**src/rtl/ot_receiver_nway.sv**
```systemverilog
// rtl/ot_receiver_nway.sv - receiver side of a 1-out-of-NUM_MSG oblivious transfer over a byte link
// Only x_sel and m'_sel are kept; the other sender words stream past unstored.

module ot_receiver_nway #(
  parameter int WORD_BYTES  = 4,
  parameter int NUM_MSG     = 2,
  parameter int TIMEOUT_CYC = 1024
) (
  input  logic                        clk,
  input  logic                        rstn,
  input  logic [$clog2(NUM_MSG)-1:0]  sel,
  input  logic                        rx_valid,
  output logic                        rx_ready,
  input  logic [7:0]                  rx_data,
  output logic                        tx_valid,
  input  logic                        tx_ready,
  output logic [7:0]                  tx_data,
  output logic                        rnd_req,
  input  logic                        rnd_valid,
  input  logic [8*WORD_BYTES-1:0]     rnd_data,
  output logic                        eng_start,
  output logic [8*WORD_BYTES-1:0]     eng_base,
  output logic [8*WORD_BYTES-1:0]     eng_exp,
  output logic [8*WORD_BYTES-1:0]     eng_mod,
  input  logic                        eng_done,
  input  logic [8*WORD_BYTES-1:0]     eng_res,
  output logic [8*WORD_BYTES-1:0]     res,
  output logic                        res_valid,
  input  logic                        res_ack,
  output logic                        err,
  input  logic                        err_clr
);

  localparam int W     = 8 * WORD_BYTES;
  localparam int SEL_W = $clog2(NUM_MSG);
  localparam int BP_W  = (WORD_BYTES > 1) ? $clog2(WORD_BYTES) : 1;
  localparam int WI_W  = $clog2(NUM_MSG + 3);
  localparam int TO_W  = (TIMEOUT_CYC > 0) ? $clog2(TIMEOUT_CYC + 1) : 1;

  localparam logic [BP_W-1:0]  BP_LAST   = BP_W'(WORD_BYTES - 1);
  localparam logic [WI_W-1:0]  KEY_LAST  = WI_W'(NUM_MSG + 1);
  localparam logic [WI_W-1:0]  MSG_LAST  = WI_W'(NUM_MSG - 1);
  localparam logic [SEL_W:0]   NUM_MSG_L = (SEL_W + 1)'(NUM_MSG);
  localparam logic [TO_W-1:0]  TO_LAST   = TO_W'((TIMEOUT_CYC > 0) ? TIMEOUT_CYC - 1 : 0);

  localparam logic [3:0] S_IDLE   = 4'd0;
  localparam logic [3:0] S_RX_KEY = 4'd1;
  localparam logic [3:0] S_RAND   = 4'd2;
  localparam logic [3:0] S_MODEXP = 4'd3;
  localparam logic [3:0] S_ADD    = 4'd4;
  localparam logic [3:0] S_TX_V   = 4'd5;
  localparam logic [3:0] S_RX_MSG = 4'd6;
  localparam logic [3:0] S_UNPACK = 4'd7;
  localparam logic [3:0] S_DONE   = 4'd8;
  localparam logic [3:0] S_ERR    = 4'd9;

  logic [3:0]       state;
  logic [SEL_W-1:0] sel_reg;
  logic [BP_W-1:0]  byte_pos;
  logic [WI_W-1:0]  word_idx;
  logic [TO_W-1:0]  idle_cnt;
  logic [W-1:0]     n_reg, e_reg, x_reg, k_reg, r_reg, v_reg, m_reg, res_reg;

  logic             bp_last;
  logic [BP_W-1:0]  bp_next;
  logic [WI_W-1:0]  wi_next;
  logic [WI_W-1:0]  x_word;
  logic             to_hit;
  logic [W:0]       sum_w;
  logic [W-1:0]     v_next;

  assign bp_last = (byte_pos == BP_LAST);
  assign bp_next = bp_last ? '0 : byte_pos + 1'b1;
  assign wi_next = bp_last ? word_idx + 1'b1 : word_idx;
  assign x_word  = WI_W'(sel_reg) + WI_W'(2);
  assign to_hit  = (TIMEOUT_CYC > 0) && (idle_cnt == TO_LAST);

  // Single conditional subtraction: s < 2N is assumed, as x_sel and r are residues mod N.
  assign sum_w = {1'b0, x_reg} + {1'b0, r_reg};
  always_comb begin
    v_next = sum_w[W-1:0];
    if (sum_w >= {1'b0, n_reg}) v_next = W'(sum_w - {1'b0, n_reg});
  end

  assign rx_ready  = (state == S_IDLE) || (state == S_RX_KEY) || (state == S_RX_MSG);
  assign tx_valid  = (state == S_TX_V);
  assign tx_data   = tx_valid ? v_reg[8*byte_pos +: 8] : 8'd0;
  assign rnd_req   = (state == S_RAND);
  assign eng_base  = k_reg;
  assign eng_exp   = e_reg;
  assign eng_mod   = n_reg;
  assign res       = (state == S_DONE) ? res_reg : '0;
  assign res_valid = (state == S_DONE);
  assign err       = (state == S_ERR);

  always_ff @(posedge clk or negedge rstn) begin
    if (!rstn) begin
      state     <= S_IDLE;
      sel_reg   <= '0;
      byte_pos  <= '0;
      word_idx  <= '0;
      idle_cnt  <= '0;
      n_reg     <= '0;
      e_reg     <= '0;
      x_reg     <= '0;
      k_reg     <= '0;
      r_reg     <= '0;
      v_reg     <= '0;
      m_reg     <= '0;
      res_reg   <= '0;
      eng_start <= 1'b0;
    end else begin
      eng_start <= 1'b0;
      case (state)
        S_IDLE: if (rx_valid) begin
          if ({1'b0, sel} >= NUM_MSG_L) begin
            state <= S_ERR;
          end else begin
            sel_reg    <= sel;
            n_reg[7:0] <= rx_data;
            byte_pos   <= bp_next;
            word_idx   <= wi_next;
            idle_cnt   <= '0;
            state      <= S_RX_KEY;
          end
        end
        S_RX_KEY: if (rx_valid) begin
          idle_cnt <= '0;
          if (word_idx == '0)              n_reg[8*byte_pos +: 8] <= rx_data;
          else if (word_idx == WI_W'(1))   e_reg[8*byte_pos +: 8] <= rx_data;
          else if (word_idx == x_word)     x_reg[8*byte_pos +: 8] <= rx_data;
          byte_pos <= bp_next;
          word_idx <= wi_next;
          if (bp_last && word_idx == KEY_LAST) begin
            word_idx <= '0;
            state    <= S_RAND;
          end
        end else if (to_hit) begin
          state <= S_ERR;
        end else begin
          idle_cnt <= idle_cnt + 1'b1;
        end
        S_RAND: if (rnd_valid) begin
          k_reg     <= rnd_data;
          eng_start <= 1'b1;
          state     <= S_MODEXP;
        end
        S_MODEXP: if (eng_done) begin
          r_reg <= eng_res;
          state <= S_ADD;
        end
        S_ADD: begin
          v_reg <= v_next;
          state <= S_TX_V;
        end
        S_TX_V: if (tx_ready) begin
          byte_pos <= bp_next;
          if (bp_last) begin
            idle_cnt <= '0;
            word_idx <= '0;
            state    <= S_RX_MSG;
          end
        end
        S_RX_MSG: if (rx_valid) begin
          idle_cnt <= '0;
          if (word_idx == WI_W'(sel_reg)) m_reg[8*byte_pos +: 8] <= rx_data;
          byte_pos <= bp_next;
          word_idx <= wi_next;
          if (bp_last && word_idx == MSG_LAST) begin
            word_idx <= '0;
            state    <= S_UNPACK;
          end
        end else if (to_hit) begin
          state <= S_ERR;
        end else begin
          idle_cnt <= idle_cnt + 1'b1;
        end
        S_UNPACK: begin
          res_reg <= (m_reg >= k_reg) ? (m_reg - k_reg) : (m_reg - k_reg + n_reg);
          state   <= S_DONE;
        end
        S_DONE: if (res_ack) state <= S_IDLE;
        S_ERR: if (err_clr) begin
          byte_pos <= '0;
          word_idx <= '0;
          state    <= S_IDLE;
        end
        default: state <= S_IDLE;
      endcase
    end
  end

endmodule

```
**config.mk**
```make
export PLATFORM = sky130hd
export DESIGN_NAME = ot_receiver_nway
export DESIGN_NICKNAME = d
export VERILOG_FILES = /design/src/rtl/ot_receiver_nway.sv
export SDC_FILE = /design/constraint.sdc
export NUM_CORES = 1
export LEC_CHECK = 0
export BUFFER_PORTS_ARGS = -buffer_cell sky130_fd_sc_hd__buf_2
export CAP_MARGIN = 30
export CORE_ASPECT_RATIO = 0.5
export CORE_MARGIN = 5
export CORE_UTILIZATION = 65
export DETAILED_ROUTE_END_ITERATION = 10
export PLACE_DENSITY_LB_ADDON = 0.25
export SYNTH_ARGS = -nofsm -noshare
export SYNTH_HDL_FRONTEND = slang
export SYNTH_SLANG_ARGS = --single-unit
```
**constraint.sdc**
```tcl
create_clock -name clk -period 12.95 [get_ports clk]
set_clock_uncertainty 0.15 [all_clocks]
set_input_delay 1.295 -clock clk [delete_from_list [all_inputs] [get_ports clk]]
set_output_delay 1.295 -clock clk [all_outputs]
set_load 0.1 [all_outputs]
```
* After elaboration in Yosys (flattened, before gate mapping)
Cells that the tools add are included.
Cells by class: add/sub/neg operators 9, magnitude comparators 2, equality and inequality tests 29, shift-type cells 3, multiplexer cells 48, bitwise gates (word level) 2, reduce and logical (&&, ||, !) cells 24
Operators with widths (number):
- 32-bit bitwise mux | 4
- 32-bit 2-to-1 mux | 3
- 32-bit subtractor | 2
- 11-bit 2-to-1 mux | 5
- 4-bit 2-to-1 mux | 12
- 4-bit case mux with 10 select lines | 1
- 5-bit negator with 34-bit output | 1
- 8-bit by 34-bit variable shift with 32-bit output (first input constant) | 1
- 8-bit by 34-bit variable part select with 32-bit output | 1
- 32-bit by 32-bit adder with 33-bit output | 1
- 33-bit by 32-bit >= comparator with 1-bit output | 1
- 11-bit case mux with 3 select lines | 1
- 32-bit adder | 1
- 32-bit >= comparator | 1
- 8-bit 2-to-1 mux | 4
- 32-bit by 6-bit variable part select with 8-bit output | 1
- 3-bit 2-to-1 mux | 9
- 4-bit by 3-bit equality test with 1-bit output (second input constant) | 4
- 8-bit case mux with 2 select lines | 1
- 3-bit case mux with 5 select lines | 1
- 2-bit by 1-bit inequality test with 1-bit output (second input constant) | 7
- 4-bit AND reduction | 3
- 11-bit by 1-bit adder with 11-bit output (second input constant) | 1
- 11-bit by 10-bit equality test with 1-bit output (second input constant) | 1
- 32 further kinds | 50
Storage, ports and cells: bits in registers 278, input port bits 81, output and inout port bits 142, logic and storage cells 132

* Depth between registers and ports, before layout
Gate-level depths: netlist of the first run.
depth in word-level cells 6, depth in mapped cells 23, mapped depth without buffers 21

* Least setup slack after synthesis of the first run
No wires, ideal clock.
path type reg-to-reg, start register k_reg[1], in the netlist eng_base[1], end register res_reg[31], setup time 0.069 ns, data arrival time 4.953 ns, data required time 12.731 ns, setup slack 7.778 ns, cell stages (with the launch flop) 21, buffers on the path 0, period minus slack after synthesis 5.172 ns, cell sequence dfrtp_1 inv_1 ha_1 nor2b_1 o31a_1 o21bai_1 a211oi_1 o211ai_1 a311oi_1 o41a_1 xor2_1 ha_1 nand3_1 o211ai_1 a41oi_1 o41ai_1 nand2_1 o41ai_1 xnor2_1 a2111o_1 nand3_1
On the way: longest elaborated chain between the ends 3, elaborated cells on any way between the ends 4, classes of those cells add/sub: 2; order compare: 1; mux: 1
RTL lines:
- from (decl) | RTL line 62 | logic [W-1:0] n_reg, e_reg, x_reg, k_reg, r_reg, v_reg, m_reg, res_reg;
- from (signal assigned) | RTL line 144 | k_reg <= rnd_data;
- 32-bit subtractor | RTL line 179 | res_reg <= (m_reg >= k_reg) ? (m_reg - k_reg) : (m_reg - k_reg + n_reg);
- 32-bit adder | RTL line 179
- 32-bit 2-to-1 mux * | RTL line 179
- to (signal assigned) | RTL line 179
- to (decl) | RTL line 62
Every way passes the cells marked *; elsewhere a longest branch is shown, timed or not. A chain may end at the register's enable or synchronous reset.

* Final worst setup path of the first run
start register x_reg[1], end register v_reg[12]
On the way: longest elaborated chain between the ends 3, elaborated cells on any way between the ends 4, classes of those cells add/sub: 2; order compare: 1; mux: 1
RTL lines:
- from (decl) | RTL line 62
- from (signal, indexed assignment) | RTL line 131 | else if (word_idx == x_word) x_reg[8*byte_pos +: 8] <= rx_data;
- 32-bit by 32-bit adder with 33-bit output * | RTL line 79 | assign sum_w = {1'b0, x_reg} + {1'b0, r_reg};
- 32-bit subtractor or 33-bit by 32-bit >= comparator with 1-bit output (tied branches) | RTL line 82 | if (sum_w >= {1'b0, n_reg}) v_next = W'(sum_w - {1'b0, n_reg});
- 32-bit 2-to-1 mux * | RTL line 82
- to (signal assigned) | RTL line 153 | v_reg <= v_next;
- to (decl) | RTL line 62
Marks and branches as above.

==> out/metrics.yaml, run 1 <==
timing:
  finalSetupViolCount: 0
  fin_crit_sh: 0.475
  max_freq_mhz: 162
  tightest_slew_ns: 1.08
  hold_viol_final: 0
  setup_slack_ns: 6.80
  finalSetupTns_ns: 0
  rsz0062_at_grt: "no"
  period_minus_slack_ns: 6.15
  slew_headroom: 0.280
  maxSlewViolCount: 0
logic_synthesis:
  synth_cells: 2213
  ys_warn_count: 0
  synth.distinct_cells: 72
  netlist_area_sq_um: 19000
  synth_edf_count: 0
  synth_nets: 2434
  syn_area_per_cell_sq_um: 8.59
  synth-seq-cells: 278
  synth_flop_cell: "dfrtp_1"
  ys_seq_area_frac: 0.366
  async_reset_ff_frac: 1.00
clock_tree:
  clock_latency_ns: 0.57
  cts_resized: 0
  htreeDepth: 1
  cts_setup_buffers: 0
  clk_pin_slew_ns: 0.07
  numCtsBuffers: 26
  cts_root_buffer: "clkbuf_16"
  clock_path_buffers: 3
  hold_buffers: 0
  cts.sinks: 278
  cts_tree: "built"
placement:
  hpwl_mm: 44.8
  place_worst_setup_slack_ns: 6.95
  portBuffers: 222
  place.gp.congestion: 0.977
run:
  drv_cap: 0
detailed_routing:
  routed_via_density: 6.34
  antenna_left: 0
  drt-pass1-iter-count: 6
  drtIter0Drc: 1872
  wl_mm: 57.8
  vias: 17700
  route.detailed.drc: 0
  wl_per_cell_microns: 20.7
worst_hold_path:
  hold_class: "reg -> reg"
  worstHoldEndpoint: "res_reg[23]$_DFFE_PN0P_"
  min_path_cells: 2
  min-delay-start: "res_reg[23]$_DFFE_PN0P_"
setup_path:
  cp_top_family: "compound AO/OA/AOI/OAI gates"
  required_ns: 13.21
  max_stage_delay_ns: 0.53
  cp_max_fo: 26
  critical_path_buf_inv_count: 1
  cp_common_cell: "o21ai_0"
  regToRegStartpoint: "x_reg[1]$_DFFE_PN0P_"
  critical_path.cell_chain: "ha_1, a211oi_1, o21ai_0, nand4_1, nand2_1, a21oi_1, o21ai_0, or4_1, and2_1, ha_1, and2_1, o31ai_1, a21boi_0, o21ai_0, o211a_1, o21ai_0, nor2b_4, buf_4, mux2i_1, o21ai_0"
  cp-start-kind: "flip-flop"
  cp.arrival_ns: 6.41
  crit_slowest_cell: "nor2b_4"
  end_kind: "flip-flop"
  reg2reg_slack_ns: 6.80
  reg2reg_to: "v_reg[12]$_DFFE_PN0P_"
  path_class: "reg -> reg"
  worst_r2r_path_depth: 20
global_route:
  grt_overflow: 0
  grt_max_degree: 81
  track_usage: 0.342
  antenna_found_initial: 2
  grt_pass1_wl_mm: 89.6
  grt_pass1_vias: 16300
floorplan:
  die_h_microns: 131
  ios: 223
  start_util: 0.658
  die_x_microns: 252
  placeableCoreArea_sq_um: 28900
  die_area_sq_um: 33000
  core.rowCount: 44
cells_and_area:
  final_cell_mix: "345 x nand2_1, 278 x dfrtp_1, 253 x o21ai_0, 221 x buf_2, 136 x ha_1"
  layout_commonest_cell: "nand2_1"
  area_growth_pct: 12.3
  drive_above_1_share: 0.154
  nFillCells: 2181
  nNetsFinal: 2599
status:
  outcome: "completed"
==> area by class of cell <==
class	count	area, sq um	area share
antenna	1	2.50	0.000117
clock buffer	34	772	0.0362
inverter	115	432	0.0202
timing repair buffer	237	1250	0.0587
clock inverter	14	164	0.00768
sequential	278	6960	0.326
tap	391	489	0.0229
multi-input combinational	1720	11300	0.528
==> stage by stage <==
stage	hold slack (ns)	area, sq um	cells	utilization
after CTS	0.330	21300	2788	0.738
final	0.324	21400	2790	0.739
after global routing	0.350	21400	2789	0.739
after floorplan	0.291	19000	2213	-
after detailed placement	0.313	20400	2740	0.705
after global placement	0.304	20400	2740	0.705
==> worst max path at each step <==
stage | start | slack, ns | to | depth (start not counted)
global placement | x_reg[1]$_DFFE_PN0P_ | 7.20 | v_reg[19]$_DFFE_PN0P_ | 20
global route | x_reg[1]$_DFFE_PN0P_ | 6.38 | v_reg[12]$_DFFE_PN0P_ | 20
detailed placement | x_reg[1]$_DFFE_PN0P_ | 6.95 | v_reg[2]$_DFFE_PN0P_ | 20
finish | x_reg[1]$_DFFE_PN0P_ | 6.80 | v_reg[12]$_DFFE_PN0P_ | 20
CTS | x_reg[1]$_DFFE_PN0P_ | 6.92 | v_reg[12]$_DFFE_PN0P_ | 20
floorplan | eng_base[1]$_DFFE_PN0P_ | 7.78 | res_reg[31]$_DFFE_PN0P_ | 20
==> kinds of logic (layout without fill, tap and decap cells) <==
kind of cell	Yosys count	after routing	synth area share
simple gates	732	732	0.179
compound gates	672	672	0.224
flops	278	278	0.366
buf+inv	215	400	0.0430
fa+ha+maj	140	140	0.0937
xor+xnor	98	98	0.0451
mux	78	78	0.0486
other cells	0	1	0
==> cell usage after synthesis (all sizes together), types with 13 or more instances <==
cell type	number	area share
o211ai	17	0.0067
nand2b	16	0.0053
or3	13	0.0045
nand3	46	0.012
a21o	61	0.024
nand2	345	0.068
o31ai	16	0.0063
mux2	34	0.020
a32o	24	0.013
inv	115	0.023
xor2	33	0.015
a31oi	31	0.010
and2	51	0.017
o21ai	254	0.067
clkbuf	88	0.017
dfrtp	278	0.37
a211oi	17	0.0067
nor2b	18	0.0059
nand4	35	0.012
xnor2	65	0.030
and3	21	0.0069
o21bai	16	0.0063
mux2i	36	0.019
nor3	37	0.0097
o21a	15	0.0059
ha	136	0.089
nor2	103	0.020
or2	14	0.0046
a21oi	124	0.033
==> worst reg2reg max path, cell delays in order, from the launching register on <==
cell and delay [ns]:
dfrtp_1 0.43, ha_1 0.33, a211oi_1 0.33, o21ai_0 0.25, nand4_1 0.20, nand2_1 0.11, a21oi_1 0.43, o21ai_0 0.22
or4_1 0.44, and2_1 0.20, ha_1 0.35, and2_1 0.21, o31ai_1 0.30, a21boi_0 0.15, o21ai_0 0.23, o211a_1 0.17
o21ai_0 0.18, nor2b_4 0.53, buf_4 0.46, mux2i_1 0.27, o21ai_0 0.09
==> per-layer routing <==
metal / GRT usage / wire [microns]
met2: 0.510 / 24200
met3: 0.0908 / 6580
met4: 0.105 / 1980
met5: 0 / 0
met1: 0.495 / 25100
Power of run 1 is left out: the tool's default activity adds up to more than one toggle a clock period on the data nets, which glitch-free logic cannot reach.
==> inputs of run 2 (changes only) <==
--- a/config.mk
+++ b/config.mk
@@ -5,11 +5,12 @@
 export SDC_FILE = /design/constraint.sdc
 export NUM_CORES = 1
 export LEC_CHECK = 0
+export ABC_AREA = 1
 export BUFFER_PORTS_ARGS = -buffer_cell sky130_fd_sc_hd__buf_2
 export CAP_MARGIN = 30
 export CORE_ASPECT_RATIO = 0.5
 export CORE_MARGIN = 5
-export CORE_UTILIZATION = 65
+export CORE_UTILIZATION = 55
 export DETAILED_ROUTE_END_ITERATION = 10
 export PLACE_DENSITY_LB_ADDON = 0.25
 export SYNTH_ARGS = -nofsm -noshare
==> constraint.sdc (replaced) <==
create_clock -name clk -period 5.55 [get_ports clk]
set_clock_uncertainty 0.15 [all_clocks]
set_input_delay 0.555 -clock clk [delete_from_list [all_inputs] [get_ports clk]]
set_output_delay 0.555 -clock clk [all_outputs]
set_load 0.1 [all_outputs]
==> out/metrics.yaml, run 2 <==
floorplan:
  start_util: 0.555  # -0.103
  ios: 223  # unchanged
  die_h_microns: 150  # +14%
  placeableCoreArea_sq_um: 38700  # +34%
  die_x_microns: 290  # +15%
  core.rowCount: 51  # +16%
  die_area_sq_um: 43400  # +32%
clock_tree:
  cts_setup_buffers: 0  # unchanged
  cts_root_buffer: "clkbuf_16"
  htreeDepth: 1  # unchanged
  clock_path_buffers: 3  # unchanged
  cts_tree: "built"
  cts.sinks: 278  # unchanged
  numCtsBuffers: 28  # +7.7%
  clock_latency_ns: 0.58  # about the same
  clk_pin_slew_ns: 0.07  # about the same
logic_synthesis:
  synth_cells: 3136  # +42%
  synth_edf_count: 0  # unchanged
  netlist_area_sq_um: 21500  # +13%
  synth_flop_cell: "dfrtp_1"
  synth_nets: 3357  # +38%
  ys_warn_count: 0  # unchanged
  synthTopCellsByArea: "dfrtp_1 32%, nand2_1 16%, inv_1 8.2%, ha_1 7.9%, nor2_1 5.7%"
  netlist.area_leader.share: 0.323  # -0.0424
  ys_seq_area_frac: 0.323  # -0.0424
  synth.distinct_cells: 57  # -21%
  synth-seq-cells: 278  # unchanged
  yosysTopAreaCell: "dfrtp_1"
  yosys-top-cells-count: "937 x nand2_1, 467 x inv_1, 326 x nor2_1, 278 x dfrtp_1, 193 x a21oi_1"
  yosysMostFrequentCell: "nand2_1"
  syn_area_per_cell_sq_um: 6.86  # -20%
  async_reset_ff_frac: 1.00  # unchanged
timing:
  finalSetupTns_ns: 0  # unchanged
  rsz0062_at_grt: "no"
  hold_viol_final: 0  # unchanged
  finalSetupViolCount: 0  # unchanged
  tightest_slew_ns: 1.06  # -0.0176 ns
  period_minus_slack_ns: 4.76  # -1.40 ns
  slew_headroom: 0.292  # +0.0124
  fin_crit_sh: 0.857  # +0.382
  maxSlewViolCount: 0  # unchanged
  max_freq_mhz: 210  # +29%
worst_hold_path:
  min-delay-start: "rnd_data[0]"
  min_path_cells: 3  # +1
  worstHoldEndpoint: "eng_base[0]$_DFFE_PN0P_"
  hold_class: "in -> reg"
global_route:
  grt_max_degree: 97  # +20%
  grt_pass1_wl_mm: 114  # +28%
  grt_overflow: 0  # unchanged
  antenna_found_initial: 8  # +6
  track_usage: 0.341  # -0.00116
  grt_pass1_vias: 20200  # +24%
detailed_routing:
  route.detailed.drc: 0  # unchanged
  antenna_left: 0  # unchanged
  drt-pass1-iter-count: 6  # unchanged
  drtIter0Drc: 2229  # +19%
  wl_mm: 75.4  # +30%
  wl_per_cell_microns: 19.4  # -6.6%
  routed_via_density: 5.57  # -12%
  vias: 21700  # +23%
cells_and_area:
  seq_area_sq_um: 6960  # unchanged
  final_cell_mix: "937 x nand2_1, 467 x inv_1, 324 x nor2_1, 278 x dfrtp_1, 221 x buf_2"
  nNetsFinal: 3562  # +37%
  drive_above_1_share: 0.124  # -0.0300
  nFillCells: 3694  # +69%
  layout_commonest_cell: "nand2_1"
  multi_input_area_sq_um: 12400  # +9.9%
  area_growth_pct: 11.8
run:
  drv_cap: 0  # unchanged
setup_path:
  critical_path_buf_inv_count: 1  # unchanged
  cp.arrival_ns: 5.11  # -1.30 ns
  critical_path.cell_chain: "ha_1, fa_1, nand3_1, nand3_2, nand2_1, nand2_1, nand3_1, nand2_1, nand2_1, nand3_1, nand2_1, inv_1, ha_1, a21oi_1, o21ai_0, nand2_1, nand2_1, nor2_1, nand3_1, nor2_4, nand2_4, nand2_1, nand3_1, nand2_1"
  path_class: "reg -> reg"
  end_kind: "flip-flop"
  required_ns: 5.90  # -7.31 ns
  reg2reg_slack_ns: 0.79  # -6.00 ns
  cp_common_cell: "nand2_1"
  reg2reg_to: "v_reg[27]$_DFFE_PN0P_"
  cp_max_fo: 32  # +23%
  regToRegStartpoint: "x_reg[0]$_DFFE_PN0P_"
  cp-start-kind: "flip-flop"
  max_stage_delay_ns: 0.47  # -0.06 ns
  cp_top_family: "simple AND/OR/NAND/NOR gates"
  crit_slowest_cell: "nor2_4"
  worst_r2r_path_depth: 24  # +20%
placement:
  hpwl_mm: 61.2  # +36%
  place.gp.congestion: 0.994  # +1.7%
  portBuffers: 222  # unchanged
status:
  outcome: "completed"
-- run 2: changes by cell type in the layout (fill, tap and decap cells not counted), sizes merged, moves of 22 or more --
cell,previous run,this run
and2,51,9
xnor2,65,34
nor2,103,348
nand2,345,957
a21oi,124,195
o21ai,254,175
a21o,61,5
a32o,24,0
a31oi,31,2
inv,118,484
nand3,46,181
mux2i,36,0
nand3b,3,25
mux2,34,82
-- run 2: tightest hold or removal path, cell delays in order --
cell,delay [ns]
buf_2,0.08
nand2_1,0.04
nand2_1,0.05
-- run 2: how the worst max path moves through the flow --
| stage | slack [ns] | endpoint | cells past startpoint | startpoint |
|---|---|---|---|---|
| floorplan | 1.64 | res_reg[31]$_DFFE_PN0P_ | 24 | eng_base[0]$_DFFE_PN0P_ |
| global placement | 1.00 | v_reg[29]$_DFFE_PN0P_ | 24 | x_reg[0]$_DFFE_PN0P_ |
| detailed placement | 0.93 | v_reg[31]$_DFFE_PN0P_ | 24 | x_reg[0]$_DFFE_PN0P_ |
| CTS | 0.89 | v_reg[27]$_DFFE_PN0P_ | 24 | x_reg[0]$_DFFE_PN0P_ |
| global route | 0.56 | v_reg[19]$_DFFE_PN0P_ | 24 | x_reg[0]$_DFFE_PN0P_ |
| finish | 0.79 | v_reg[27]$_DFFE_PN0P_ | 24 | x_reg[0]$_DFFE_PN0P_ |
-- run 2: layer usage --
metal  share of wire  GRT usage  wire length, microns
met4           0.024     0.0730                  1840
met1            0.44      0.483                 33500
met2            0.44      0.547                 33000
met3           0.094     0.0679                  7080
met5         0.00038          0                    29
-- run 2: final cells by class --
cell class	count	area share
Antenna cell	3	0.000312
Clock buffer	36	0.0342
Clock inverter	15	0.00640
Inverter	485	0.0757
Multi-Input combinational cell	2316	0.516
Sequential cell	278	0.289
Tap cell	530	0.0276
Timing Repair Buffer	232	0.0504
-- run 2: kinds of logic after synthesis --
family / synth area share
compound gates: 0.104
simple gates: 0.319
buf+inv: 0.0999
fa+ha+maj: 0.0828
xor+xnor: 0.0281
flops: 0.323
mux: 0.0429
-- run 2: through the flow --
step	instances	util	hold WS, ns	area (sq um)	worst slack (ns)
2_1_floorplan	3136	-	0.109	21500	1.64
3_3_place_gp	3840	0.595	0.309	23000	1.00
3_5_place_dp	3840	0.595	0.311	23000	0.933
4_1_cts	3892	0.621	0.00904	24000	0.890
5_1_grt	3892	0.621	0.0256	24000	0.557
6_report	3895	0.621	0.0279	24000	0.794
-- run 2: what timing repair did --
| item | CTS | global route |
|---|---|---|
| endpoints found under the hold margin | 71 | 0 |
| hold buffers | 1 | 0 |
| gates resized for setup | 0 | 0 |
Power of run 2 is left out for the same reason.
